[src/rtl/gate_drv.sv]
// Full-bridge gate driver: turns the interrupter's half-cycle commands into four
// registered H-bridge gates with programmable dead time and a sticky overlap fault.
module gate_drv #(
    parameter int unsigned CLK_MHZ    = 100,
    parameter int unsigned DT_MAX     = 255,
    parameter int unsigned DT_DEFAULT = 10,
    parameter int unsigned ADDR_MAX   = 4,
    parameter int unsigned ADDR_DT    = 3,
    parameter int unsigned ADDR_CLR   = 2
) (
    input  logic                           clk,
    input  logic                           rst,
    input  logic                           in_p,
    input  logic                           in_n,
    input  logic [$clog2(DT_MAX+1)-1:0]    data,
    input  logic [$clog2(ADDR_MAX+1)-1:0]  addr,
    input  logic                           en,
    output logic                           gate_ah,
    output logic                           gate_bl,
    output logic                           gate_bh,
    output logic                           gate_al,
    output logic                           fault
);

    localparam int DT_W = $clog2(DT_MAX + 1);
    localparam int AW   = $clog2(ADDR_MAX + 1);

    localparam logic [AW-1:0]   ADDR_DT_C    = AW'(ADDR_DT);
    localparam logic [AW-1:0]   ADDR_CLR_C   = AW'(ADDR_CLR);
    localparam logic [DT_W-1:0] DT_DEFAULT_C = DT_W'(DT_DEFAULT);

    localparam logic [2:0] S_OFF   = 3'd0;
    localparam logic [2:0] S_ON_P  = 3'd1;
    localparam logic [2:0] S_ON_N  = 3'd2;
    localparam logic [2:0] S_DEAD  = 3'd3;
    localparam logic [2:0] S_FAULT = 3'd4;

    if (CLK_MHZ == 0 || DT_DEFAULT > DT_MAX || ADDR_DT > ADDR_MAX || ADDR_CLR > ADDR_MAX)
    begin : g_bad_param
        $error("gate_drv: inconsistent parameters");
    end

    logic [2:0]      state, state_nxt;
    logic [DT_W-1:0] cnt, cnt_nxt;
    logic [DT_W-1:0] dt_reg;
    logic            wr_dt, wr_clr;
    logic            dt_zero;

    assign wr_dt   = en && (addr == ADDR_DT_C);
    assign wr_clr  = en && (addr == ADDR_CLR_C);
    assign dt_zero = (dt_reg == '0);

    // NOTE: every variable gets a default at the top of always_comb so no path
    // leaves it unassigned, which would otherwise infer a latch.
    always_comb begin
        state_nxt = state;
        cnt_nxt   = cnt;
        if (state != S_FAULT && in_p && in_n) begin
            state_nxt = S_FAULT;
            cnt_nxt   = '0;
        end else begin
            case (state)
                S_OFF: begin
                    if (in_p)      state_nxt = S_ON_P;
                    else if (in_n) state_nxt = S_ON_N;
                end
                S_ON_P, S_ON_N: begin
                    if ((state == S_ON_P && !in_p) || (state == S_ON_N && !in_n)) begin
                        state_nxt = dt_zero ? S_OFF : S_DEAD;
                        cnt_nxt   = dt_reg;
                    end
                end
                S_DEAD: begin
                    cnt_nxt = cnt - 1'b1;
                    if (cnt <= DT_W'(1)) begin
                        state_nxt = S_OFF;
                        cnt_nxt   = '0;
                    end
                end
                S_FAULT: begin
                    // Recovery goes through a full dead time so a bridge that was
                    // shoot-through commanded never re-enters conduction abruptly.
                    if (wr_clr && !in_p && !in_n) begin
                        state_nxt = dt_zero ? S_OFF : S_DEAD;
                        cnt_nxt   = dt_reg;
                    end
                end
                default: begin
                    state_nxt = S_OFF;
                    cnt_nxt   = '0;
                end
            endcase
        end
    end

    // NOTE: sequential state uses non-blocking assignments so every register
    // samples the pre-edge values regardless of statement order.
    always_ff @(posedge clk or posedge rst) begin
        if (rst) begin
            state   <= S_OFF;
            cnt     <= '0;
            dt_reg  <= DT_DEFAULT_C;
            gate_ah <= 1'b0;
            gate_bl <= 1'b0;
            gate_bh <= 1'b0;
            gate_al <= 1'b0;
            fault   <= 1'b0;
        end else begin
            state   <= state_nxt;
            cnt     <= cnt_nxt;
            if (wr_dt) dt_reg <= data;
            // Gates are registered from the next-state decode, so they always
            // equal a decode of the current state with no combinational output.
            gate_ah <= (state_nxt == S_ON_P);
            gate_bl <= (state_nxt == S_ON_P);
            gate_bh <= (state_nxt == S_ON_N);
            gate_al <= (state_nxt == S_ON_N);
            fault   <= (state_nxt == S_FAULT);
        end
    end

endmodule

[config.mk]
export PLATFORM = sky130hd
export DESIGN_NAME = gate_drv
export DESIGN_NICKNAME = d
export VERILOG_FILES = /design/src/rtl/gate_drv.sv
export SDC_FILE = /design/constraint.sdc
export NUM_CORES = 1
export LEC_CHECK = 0
export ABC_AREA = 0
export CAP_MARGIN = 10
export CORE_MARGIN = 3
export CORE_UTILIZATION = 50
export CTS_CLUSTER_SIZE = 30
export DETAILED_ROUTE_END_ITERATION = 8
export PLACE_DENSITY = 0.74
export REMOVE_ABC_BUFFERS = 1
export SYNTH_ARGS = -nofsm -noshare
export SYNTH_HDL_FRONTEND = slang
export SYNTH_SLANG_ARGS = --single-unit
[constraint.sdc]
create_clock -name clk -period 4.7 [get_ports clk]
set_input_delay 0.94 -clock clk [delete_from_list [all_inputs] [get_ports clk]]
set_output_delay 0.94 -clock clk [all_outputs]
set_load 0.01 [all_outputs]
==> results.md <==
- Synth async-reset ratio: 100%
- CTS max path bufs: 2
- Share of the synthesized area in the top cell type: 38.7%
- Cell taking the most area after synthesis: dfrtp_1
- Number of global-route vias before repair: 1119
- FMAX: 414 MHz
- H-Tree Level Count: 1
- Post-CTS sizing: 0
- Post-synth EDFFs: 0
- # setup viols final: 0
- Largest cells by area after synthesis: dfrtp_1 (39%), mux2_2 (7.0%), a21oi_1 (4.3%), dfstp_2 (4.1%), o21ai_0 (3.1%)
- Core area: 2340 um^2
- Crit Path Class: in -> reg
- Antenna violations before repair: 0
- Setup TNS Final: 0 ns
- Critical-path maximum fanout: 7
- Placement Rows: 17
- Critical path launch point type: input pin
- Vias per cell: 6.55
- Worst path slowest cell: clkdlybuf4s50_1
- YS warnings: 0
- Clock slew at reported path FFs: 0.13 ns
- Worst-Margin Slew: 0.847 ns
- CP Capture Type: register
- Clk sinks: 22
- IO Pins: 21
- Tcrit/Tclk final: 51.4%
- Relative max-transition margin: 43.5%
- Worst R2R End: state[0]$_DFF_PP0_
- Worst Setup SP: in_p
- Non-Filler Instances: 176
- Fin crit period: 2.42 ns
- Input/output buffers: 20
- CP Cell Sequence: clkdlybuf4s50_1 -> a21o_1 -> a211oi_1 -> or2_2 -> a221o_2
- Die area: 3230 um^2
- Mean Syn Cell Area: 9.94 um^2
- Pwr dens: 581 nW/um^2
- Number of diodes: 0
- RD Place Congestion: 0.885
- Reg2Reg Depth: 6
- CTS tree: built
- Area grow syn2layout: 19.7%
- Worst vdd ir: 0.000361 V
- ANT nets after route: 0
- Max Cap Violations: 0
- Chip width: 56.8 um
- Seq cells post-synth: 22
- Share of cells above drive strength 1: 16.2%
- Netlist Area Pre-Place: 1290 um^2
- Worst Skew: 0.00868 ns
- Root Driver: clkbuf_4
- CP endpoint: cnt[5]$_DFFE_PP0P_
- Worst EP arrival: 2.63 ns
- RSZ-0062 raised after global routing: false
- Overflow after GRT: 0
- Die Ht: 56.8 um
- Inst Count DP: 172
- Post-synth top cells: dfrtp_1 (20), a21oi_1 (11), mux2_2 (8), o21ai_0 (8)
- DRC violations left: 0
- Wire per inst: 17.1 um
- Required @ worst endpoint: 4.91 ns
- Outcome: completed
- Leak Pwr: 0.625 nW
- Routed vias: 1152
- Drt pass-1 iters: 4
- Nets@finish: 167
- Sequential share of the synthesized area: 42.8%
- Final WL: 3010 um
- RR Startpoint: cnt[0]$_DFFE_PP0P_
- Hold_buf cts: 0
- Initial Util: 55.2%
- Hold crit path type: reg -> reg
- DP HPWL: 2300 um
- TritonCTS buffer count: 3
- Slew Limit Fails: 0
- Largest net degree at the start of global routing: 23
- Syn Inst Count: 130
- Post-CTS Setup Repair Bufs: 0
- Final Hold Fails: 0
- R2r setup slk: 2.57 ns
- Yosys cell types: 51
- Most used DFF post-synth: dfrtp_1
- Overall routing resource usage: 20.0%
- First-pass GRT wire length: 5100 um
- Count leader, synth: dfrtp_1
- Skew-Pair Late Insertion Delay: 0.31 ns
- Slowest stage delay, CP: 0.59 ns
- First-iteration detailed-routing DRC count: 51
==> per-stage QoR <==
stage / utilization [%] / area (um^2) / worst slack [ns] / hold WS, ns / power (mW)
after detailed placement: 63.9 / 1490 / 1.97 / 0.514 / 0.746
after floorplan: - / 1260 / 2.63 / 0.496 / 0.617
after CTS: 66.1 / 1550 / 2.31 / 0.546 / 0.891
after global placement: 63.9 / 1490 / 2.03 / 0.514 / 0.730
final: 66.1 / 1550 / 2.28 / 0.547 / 0.898
after global routing: 66.1 / 1550 / 2.18 / 0.584 / 0.961
==> metal layers <==
layer / track usage [%] / routed length (um)
met3: 3.22 / 291
met5: 0 / 0
met2: 32.2 / 1380
met1: 27.4 / 1290
met4: 5.96 / 49
==> worst max-delay path: cells and delay by family <==
| family | cells | cell delay [ns] |
|---|---|---|
| AO/OA/AOI/OAI | 3 | 0.72 |
| buffers and inverters | 1 | 0.59 |
| AND/OR/NAND/NOR | 1 | 0.38 |
==> cell families after synthesis <==
group / synth area share (%)
AO/OA/AOI/OAI: 23.0
XOR/XNOR: 0.678
adder cells (fa/ha/maj): 1.94
buffers and inverters: 4.07
flip-flops: 42.8
multiplexers: 6.97
AND/OR/NAND/NOR: 20.5
==> report_power, final <==
part           switching, mW  leakage [nW]  total, mW  internal [mW]
Clock                 0.0603        0.0279      0.146         0.0862
Combinational          0.211         0.318      0.413          0.202
Sequential            0.0868         0.280      0.338          0.252
==> layout by cell type, fill, tap and decap left out, drive strengths merged, types with 3 or more instances in the layout <==
| cell | instances |
|---|---|
| nor2 | 5 |
| mux2 | 8 |
| a211oi | 3 |
| nor3 | 5 |
| clkdlybuf4s50 | 20 |
| o211ai | 3 |
| clkbuf | 3 |
| nand2 | 4 |
| inv | 5 |
| o21ai | 8 |
| nor2b | 5 |
| a21oi | 11 |
| nor4 | 3 |
| dfrtp | 20 |
| a221o | 3 |
| or2 | 3 |
| or3b | 3 |
==> worst min path at each step <==
stage                          start               endpoint  slack, ns  cells after the start
6_report       dt_reg[6]$_DFFE_PP0P_  dt_reg[6]$_DFFE_PP0P_       0.55                      1
5_1_grt        dt_reg[7]$_DFFE_PP0P_  dt_reg[7]$_DFFE_PP0P_       0.58                      1
4_1_cts        dt_reg[6]$_DFFE_PP0P_  dt_reg[6]$_DFFE_PP0P_       0.55                      1
3_5_place_dp   dt_reg[6]$_DFFE_PP0P_  dt_reg[6]$_DFFE_PP0P_       0.51                      1
3_3_place_gp   dt_reg[6]$_DFFE_PP0P_  dt_reg[6]$_DFFE_PP0P_       0.51                      1
2_1_floorplan  dt_reg[6]$_DFFE_PP0P_  dt_reg[6]$_DFFE_PP0P_       0.50                      1
==> cell type report <==
cell class | count | area, um^2
timing repair buffer | 20 | 200
inverter | 5 | 18.8
tap | 28 | 35.0
fill | 199 | 793
clock buffer | 3 | 22.5
sequential | 22 | 553
clock inverter | 1 | 30.0
multi-input combinational | 97 | 687
No activity file was read; power rests on OpenSTA's default activity.
